`src/rtl/reg_status_file_pkg.sv`:
```
`default_nettype none
// ============================================================================
//  Module      : reg_status_file_pkg
//  Description : Shared defaults and types for the architectural register
//                file / rename-tag table. Holds the default widths used by
//                the top and the read-port sub-module, plus the enum that
//                names which source a lookup port is returning.
//  Revision    : 1.0 - initial release
// ============================================================================
package reg_status_file_pkg;

    // Default geometry. NUM_REGS must be 2**REG_ID_W.
    localparam int unsigned c_XLEN_DEFAULT          = 32;
    localparam int unsigned c_NUM_REGS_DEFAULT      = 32;
    localparam int unsigned c_REG_ID_W_DEFAULT      = 5;
    localparam int unsigned c_ROB_WIDTH_BIT_DEFAULT = 4;
    // Two source operands per instruction, two instructions per issue bundle.
    localparam int unsigned c_NUM_READ_DEFAULT      = 4;

    // Which source a lookup port is drawing its answer from, listed in
    // decreasing priority.
    typedef enum logic [1:0] {
        LK_ZERO   = 2'd0,   // x0: hardwired zero, always ready
        LK_BYPASS = 2'd1,   // producer is committing this very cycle
        LK_WAIT   = 2'd2,   // producer still in flight, return its tag
        LK_REG    = 2'd3    // architectural value is current
    } lookup_src_e;

endpackage : reg_status_file_pkg
`default_nettype wire

```
`src/rtl/reg_status_file_reg_read_port.sv`:
```
`default_nettype none
// ============================================================================
//  Module      : reg_read_port
//  Description : Purely combinational operand lookup for one read port.
//                Given the indexed entry of the register file / tag table
//                and the commit bus of the current cycle, decides whether the
//                operand is ready and returns either its value or the ROB tag
//                of its producer.
//
//  Ports:
//    ask_reg_id    in   REG_ID_W       register being looked up
//    reg_val       in   XLEN           regs[ask_reg_id]
//    reg_busy      in   1              is_Qi[ask_reg_id]
//    reg_tag       in   ROB_WIDTH_BIT  Qi[ask_reg_id]
//    bypass_en     in   1              commit bus may be forwarded this cycle
//    write_reg_id  in   REG_ID_W       commit destination (0 = none)
//    write_ROB_id  in   ROB_WIDTH_BIT  committing tag
//    write_val     in   XLEN           committing value
//    ret_val       out  XLEN           operand value (0 when waiting)
//    is_val        out  1              operand ready
//    ret_ROB_id    out  ROB_WIDTH_BIT  producer tag (0 when ready)
//
//  Revision    : 1.0 - initial release
// ============================================================================
module reg_read_port
    import reg_status_file_pkg::*;
#(
    parameter int unsigned XLEN          = c_XLEN_DEFAULT,
    parameter int unsigned REG_ID_W      = c_REG_ID_W_DEFAULT,
    parameter int unsigned ROB_WIDTH_BIT = c_ROB_WIDTH_BIT_DEFAULT
) (
    input  logic [REG_ID_W-1:0]      ask_reg_id,
    input  logic [XLEN-1:0]          reg_val,
    input  logic                     reg_busy,
    input  logic [ROB_WIDTH_BIT-1:0] reg_tag,
    input  logic                     bypass_en,
    input  logic [REG_ID_W-1:0]      write_reg_id,
    input  logic [ROB_WIDTH_BIT-1:0] write_ROB_id,
    input  logic [XLEN-1:0]          write_val,
    output logic [XLEN-1:0]          ret_val,
    output logic                     is_val,
    output logic [ROB_WIDTH_BIT-1:0] ret_ROB_id
);

    lookup_src_e w_src;
    logic        w_hit_commit;

    // The commit bus only resolves this operand if it carries the exact tag
    // we are waiting on; an older (stale) producer writing the same register
    // must not satisfy a reader that depends on a younger one. Because the
    // register is non-zero on this path, write_reg_id==ask_reg_id also
    // implies a real commit.
    assign w_hit_commit = bypass_en
                        && (write_reg_id == ask_reg_id)
                        && (write_ROB_id == reg_tag);

    always_comb begin
        w_src = LK_REG;
        if (ask_reg_id == '0) begin
            w_src = LK_ZERO;
        end else if (reg_busy && w_hit_commit) begin
            w_src = LK_BYPASS;
        end else if (reg_busy) begin
            w_src = LK_WAIT;
        end
    end

    always_comb begin
        ret_val    = '0;
        is_val     = 1'b1;
        ret_ROB_id = '0;
        case (w_src)
            LK_ZERO: begin
                ret_val = '0;
            end
            LK_BYPASS: begin
                ret_val = write_val;
            end
            LK_WAIT: begin
                is_val     = 1'b0;
                ret_ROB_id = reg_tag;
            end
            LK_REG: begin
                ret_val = reg_val;
            end
            default: begin
                ret_val = '0;
            end
        endcase
    end

endmodule : reg_read_port
`default_nettype wire

```
`src/rtl/reg_status_file.sv`:
```
`default_nettype none
// ============================================================================
//  Module      : reg_status_file
//  Description : Architectural register file merged with the per-register
//                rename-tag (Qi) table. Issue looks up operands on NUM_READ
//                ports and renames one destination per cycle; ROB commit
//                writes one architectural value per cycle and releases the
//                matching tag. A misprediction flush drops every tag while
//                still letting the flushing instruction commit. busy_cnt
//                tracks how many registers currently carry a tag.
//
//  Ports:
//    clk_in        in   1                        clock
//    rst_in        in   1                        synchronous active-high reset
//    rdy_in        in   1                        0 = hold all state
//    clear_flag    in   1                        misprediction flush
//    ask_reg_id    in   NUM_READ*REG_ID_W        lookup indices, port k at slice k
//    ret_val       out  NUM_READ*XLEN            operand values
//    is_val        out  NUM_READ                 operand ready flags
//    ret_ROB_id    out  NUM_READ*ROB_WIDTH_BIT   producer tags
//    new_reg_id    in   REG_ID_W                 issue destination (0 = none)
//    new_ROB_id    in   ROB_WIDTH_BIT            issuing tag
//    write_reg_id  in   REG_ID_W                 commit destination (0 = none)
//    write_ROB_id  in   ROB_WIDTH_BIT            committing tag
//    write_val     in   XLEN                     commit value
//    busy_cnt      out  REG_ID_W+1               registers with a pending tag
//
//  Revision    : 1.0 - initial release
// ============================================================================
module reg_status_file
    import reg_status_file_pkg::*;
#(
    parameter int unsigned XLEN          = c_XLEN_DEFAULT,
    parameter int unsigned NUM_REGS      = c_NUM_REGS_DEFAULT,
    parameter int unsigned REG_ID_W      = c_REG_ID_W_DEFAULT,
    parameter int unsigned ROB_WIDTH_BIT = c_ROB_WIDTH_BIT_DEFAULT,
    parameter int unsigned NUM_READ      = c_NUM_READ_DEFAULT
) (
    input  logic                              clk_in,
    input  logic                              rst_in,
    input  logic                              rdy_in,
    input  logic                              clear_flag,
    input  logic [NUM_READ*REG_ID_W-1:0]      ask_reg_id,
    output logic [NUM_READ*XLEN-1:0]          ret_val,
    output logic [NUM_READ-1:0]               is_val,
    output logic [NUM_READ*ROB_WIDTH_BIT-1:0] ret_ROB_id,
    input  logic [REG_ID_W-1:0]               new_reg_id,
    input  logic [ROB_WIDTH_BIT-1:0]          new_ROB_id,
    input  logic [REG_ID_W-1:0]               write_reg_id,
    input  logic [ROB_WIDTH_BIT-1:0]          write_ROB_id,
    input  logic [XLEN-1:0]                   write_val,
    output logic [REG_ID_W:0]                 busy_cnt
);

    // ------------------------------------------------------------------
    // State
    // ------------------------------------------------------------------
    logic [XLEN-1:0]          r_regs [NUM_REGS];
    logic [ROB_WIDTH_BIT-1:0] r_qi   [NUM_REGS];
    logic [NUM_REGS-1:0]      r_is_qi;
    logic [REG_ID_W:0]        r_busy_cnt;

    // ------------------------------------------------------------------
    // Per-cycle decode of the commit and issue buses
    // ------------------------------------------------------------------
    logic              w_commit;       // architectural write this cycle
    logic              w_release;      // commit tag matches the live tag
    logic              w_rename;       // issue renames a real register
    logic              w_same_reg;     // release and rename hit one register
    logic              w_busy_inc;
    logic              w_busy_dec;
    logic              w_bypass_en;
    logic [REG_ID_W:0] w_busy_next;

    assign w_commit    = (write_reg_id != '0);
    assign w_release   = w_commit
                       && r_is_qi[write_reg_id]
                       && (r_qi[write_reg_id] == write_ROB_id);
    assign w_rename    = (new_reg_id != '0);
    assign w_same_reg  = w_rename && (new_reg_id == write_reg_id);

    // A rename of an already-busy register just retags it; a release that is
    // immediately re-renamed leaves the register busy. Only transitions of
    // is_Qi move the counter, which keeps it equal to popcount(is_Qi).
    assign w_busy_inc  = w_rename && !r_is_qi[new_reg_id];
    assign w_busy_dec  = w_release && !w_same_reg;

    always_comb begin
        w_busy_next = r_busy_cnt
                    + {{REG_ID_W{1'b0}}, w_busy_inc}
                    - {{REG_ID_W{1'b0}}, w_busy_dec};
    end

    // During a stall the commit bus is not real, and during a flush the tag
    // being waited on is about to vanish anyway, so forwarding is only
    // allowed on an ordinary active cycle.
    assign w_bypass_en = rdy_in && !clear_flag;

    // ------------------------------------------------------------------
    // Register file: values. x0 is never written.
    // ------------------------------------------------------------------
    always_ff @(posedge clk_in) begin
        if (rst_in) begin
            for (int i = 0; i < int'(NUM_REGS); i++) begin
                r_regs[i] <= '0;
            end
        end else if (rdy_in) begin
            // The flushing branch itself still retires, so the commit write
            // is independent of clear_flag.
            if (w_commit) begin
                r_regs[write_reg_id] <= write_val;
            end
        end
    end

    // ------------------------------------------------------------------
    // Rename-tag table and busy counter
    // ------------------------------------------------------------------
    always_ff @(posedge clk_in) begin
        if (rst_in) begin
            for (int i = 0; i < int'(NUM_REGS); i++) begin
                r_qi[i] <= '0;
            end
            r_is_qi    <= '0;
            r_busy_cnt <= '0;
        end else if (rdy_in) begin
            if (clear_flag) begin
                // Everything younger than the mispredicted branch is gone;
                // the issue slot on this cycle belongs to the wrong path.
                for (int i = 0; i < int'(NUM_REGS); i++) begin
                    r_qi[i] <= '0;
                end
                r_is_qi    <= '0;
                r_busy_cnt <= '0;
            end else begin
                if (w_release) begin
                    r_is_qi[write_reg_id] <= 1'b0;
                    r_qi[write_reg_id]    <= '0;
                end
                // Placed after the release so that a same-register rename
                // overrides it: the new producer is the one readers need.
                if (w_rename) begin
                    r_is_qi[new_reg_id] <= 1'b1;
                    r_qi[new_reg_id]    <= new_ROB_id;
                end
                r_busy_cnt <= w_busy_next;
            end
        end
    end

    assign busy_cnt = r_busy_cnt;

    // ------------------------------------------------------------------
    // Lookup ports. They see the state as of the start of the cycle, so a
    // rename issued this cycle is invisible to this cycle's lookups.
    // ------------------------------------------------------------------
    for (genvar k = 0; k < int'(NUM_READ); k++) begin : g_read_port
        logic [REG_ID_W-1:0] w_idx;

        assign w_idx = ask_reg_id[k*REG_ID_W +: REG_ID_W];

        reg_read_port #(
            .XLEN          (XLEN),
            .REG_ID_W      (REG_ID_W),
            .ROB_WIDTH_BIT (ROB_WIDTH_BIT)
        ) u_read_port (
            .ask_reg_id   (w_idx),
            .reg_val      (r_regs[w_idx]),
            .reg_busy     (r_is_qi[w_idx]),
            .reg_tag      (r_qi[w_idx]),
            .bypass_en    (w_bypass_en),
            .write_reg_id (write_reg_id),
            .write_ROB_id (write_ROB_id),
            .write_val    (write_val),
            .ret_val      (ret_val[k*XLEN +: XLEN]),
            .is_val       (is_val[k]),
            .ret_ROB_id   (ret_ROB_id[k*ROB_WIDTH_BIT +: ROB_WIDTH_BIT])
        );
    end

endmodule : reg_status_file
`default_nettype wire

```
`config.mk`:
```
export PLATFORM = sky130hd
export DESIGN_NAME = reg_status_file
export DESIGN_NICKNAME = d
export VERILOG_FILES = /design/src/rtl/reg_status_file_pkg.sv /design/src/rtl/reg_status_file_reg_read_port.sv /design/src/rtl/reg_status_file.sv
export SDC_FILE = /design/constraint.sdc
export NUM_CORES = 2
export LEC_CHECK = 0
export BUFFER_PORTS_ARGS = -buffer_cell sky130_fd_sc_hd__buf_2
export CORE_MARGIN = 4
export CORE_UTILIZATION = 59
export CTS_CLUSTER_DIAMETER = 100
export DETAILED_ROUTE_END_ITERATION = 10
export PLACE_DENSITY = 0.73
export REMOVE_ABC_BUFFERS = 1
export SLEW_MARGIN = 20
export SYNTH_ARGS = -nofsm -noshare
export SYNTH_HDL_FRONTEND = slang
export SYNTH_HIERARCHICAL = 1
export SYNTH_SLANG_ARGS = --single-unit
```
`constraint.sdc`:
```
create_clock -name clk_in -period 9.5 [get_ports clk_in]
set_clock_uncertainty 0.2 [all_clocks]
set_input_delay 1.9 -clock clk_in [delete_from_list [all_inputs] [get_ports clk_in]]
set_output_delay 1.9 -clock clk_in [all_outputs]
set_load 0.02 [all_outputs]
```
==> flow_summary.toml <==
[status]
status = "finished, final reports clean"

[global_routing]
antenna_found_initial = 26
grt_pass1_vias = 58600
grt_max_degree = 121
grt_overflow = 0
track_usage_pct = 41.5
grt_pass1_wl_mm = 438

[drt]
wl_mm = 312
via_per_inst = 8.18
firstDrtPassIters = 8
drt_iter0_drc = 11500
via_count = 59600
wl_per_cell_um = 42.8
drc = 0
ant_nets = 0

[cts]
cts.reportedPaths.clkPinSlew_ns = 0.06
clock_path_buffers = 3
root_buffer = "clkbuf_16"
postCtsSetupBuffers = 0
cts_resized = 0
cts_inserted_buffers = 139
clock_latency_ns = 0.80
clock_sinks = 1190
htreeDepth = 4
hold_buffers = 0
cts_tree = "built"

[yosys]
ys_warn_count = 6
yosysTopAreaCellShare_pct = 40.6
synthFlopType = "edfxtp_1"
synthArstFlopShare_pct = 0
synth_top_area_cell = "edfxtp_1"
ys_seq_area_share_pct = 41.5
netlist_area_mm2 = 0.0852
synthDistinctLibCells = 54
syn_avg_cell_area_um2 = 16.0
yosys-top-cells-area = "edfxtp_1, mux4_2, and2_1, mux2_2, clkbuf_1"
syn_inst = 5329
synth_edf_count = 1152
ys_seq_elements = 1190

[power]
switching_share_pct = 27.8
power_leakage_uw = 0.0308
pwr-share-comb_pct = 20.4
pwr-share-clk_pct = 36.7
p_per_area_mw_per_mm2 = 160
switchingPower_uw = 4110
p_int_uw = 10700
seq_power_share_pct = 42.9
peakVddDrop_mv = 0.115

[sta]
final-hold-violation-count = 0
finalSetupTns_ns = 0
drv_slew = 0
rsz0062_at_grt = "no"
slew_headroom_pct = 16.3
fin_crit_sh_pct = 84.6
setup-violations-final = 0
max_freq_mhz = 124
tightest_slew_ns = 1.25
holdWs_ns = 0.285
period_needed_ns = 8.04

[finish]
synthToLayoutAreaGrowth_pct = 8.65
multiInputGateArea_mm2 = 0.0477
final_util_pct = 64.5
fillers = 9953
final_cell_mix = "mux4_2, edfxtp_1, and2_1"
instances_no_fill = 7284
layout_commonest_cell = "mux4_2"
regArea_mm2 = 0.0354
finish.instance_area_mm2 = 0.0925
layout.nets = 5320
drive_gt1_share_pct = 42.8

[place]
hpwl_mm = 177
dp.cells = 7001
place_area_mm2 = 0.0879
gp_congestion = 0.938
io_buffers = 227

[floorplan]
pin_count = 228
die-height_um = 388
core-area_mm2 = 0.143
fp-row-count = 139
die_area_mm2 = 0.150
die_w_um = 388
start_util_pct = 59.4

[worst_setup_path]
crit_type = "in2out"
start_kind = "primary input"
rr_startpoint = "r_qi[14][3]$_SDFFCE_PN0P_"
path_max_fanout = 64
crit_path_start = "ask_reg_id[0]"
required_ns = 7.40
cp-end-kind = "output port"
cp.arrival_ns = 5.94

[job]
drv_cap = 0

[hold_path]
min_from = "busy_cnt[5]$_SDFFE_PP0P_"
holdCritPathClass = "reg2reg"
## Yosys cell counts (all sizes together) (2+ instances only)
master and number:
mux4 1490, edfxtp 1152, and2 1117, clkbuf 440
buf 188, mux2 149, nor2 137, a22o 128
a21oi 86, mux2i 78, nand2 46, dfxtp 38
xnor2 35, o22ai 34, or2 31, nor3 27
o21ai 26, xor2 12, o31ai 11, inv 9
nand2b 9, nand4 9, nand3b 7, nor4 7
ha 6, nand3 6, nor2b 6, or4 5
a21bo 4, nor4bb 4, o21a 4, a2bb2oi 3
nor3b 3, or3 3, or3b 3, a22oi 2
o211a 2, o211ai 2, o21bai 2, o221ai 2
## layer usage
metal,vias up,wire (µm),track usage (%)
met3,1334,52000,15.8
li1,21900,-,-
met5,-,14,0
met1,30100,98600,53.6
met4,2,22900,26.6
met2,6265,138000,59.5
## kinds of logic after synthesis
logic type               count (synthesis)  synth area share [%]
multiplexers                          1717                  42.3
other                                    1               0.00440
AO/OA/AOI/OAI                          309                  2.62
adder cells (fa/ha/maj)                  7                 0.112
XOR/XNOR                                47                 0.483
flip-flops                            1190                  41.5
buffers and inverters                  637                  3.06
AND/OR/NAND/NOR                       1421                  9.92
## registers in the layout (all words and copies together) (netlist names)
register,flops
busy_cnt,6
r_regs,1024
r_qi,128
r_is_qi,32
## layout make-up
class	instances	area share, %
multi-input cells	3537	51.5
flip-flops and latches	1190	38.2
clock buffers	166	3.94
repair buffers	362	2.72
well taps	1903	2.57
clock inverters	82	0.926
diodes	35	0.0947
inverters	9	0.0365
## worst paths after layout
kind,to,slack [ns],depth (start not counted)
min reg2reg,busy_cnt[5]$_SDFFE_PP0P_,0.29,2
min,busy_cnt[5]$_SDFFE_PP0P_,0.29,2
max,ret_val[12],1.46,8
max reg2reg,r_qi[6][3]$_SDFFCE_PN0P_,4.76,7
## per-stage QoR
stage	setup slack, ns	power [µW]
4_1_cts	1.51	14700
5_1_grt	1.33	15100
2_1_floorplan	1.01	8100
6_report	1.46	14800
3_5_place_dp	1.51	9390
3_3_place_gp	1.59	9340
## power by group through the flow
stage          clock network (µW)  registers, µW  logic [µW]
2_1_floorplan                   0           6330        1770
3_3_place_gp                    0           6410        2930
3_5_place_dp                    0           6440        2940
4_1_cts                      5420           6340        2960
5_1_grt                      5650           6390        3090
6_report                     5440           6360        3020
## worst max-delay path, cell delays in order
cell    delay [ns]
buf_8         0.54
mux4_2        0.61
mux4_2        0.50
mux2_2        0.32
nor2_4        0.78
buf_4         0.57
a22o_1        0.24
buf_2         0.16
Note: power is estimated with default switching activity, not from simulation.
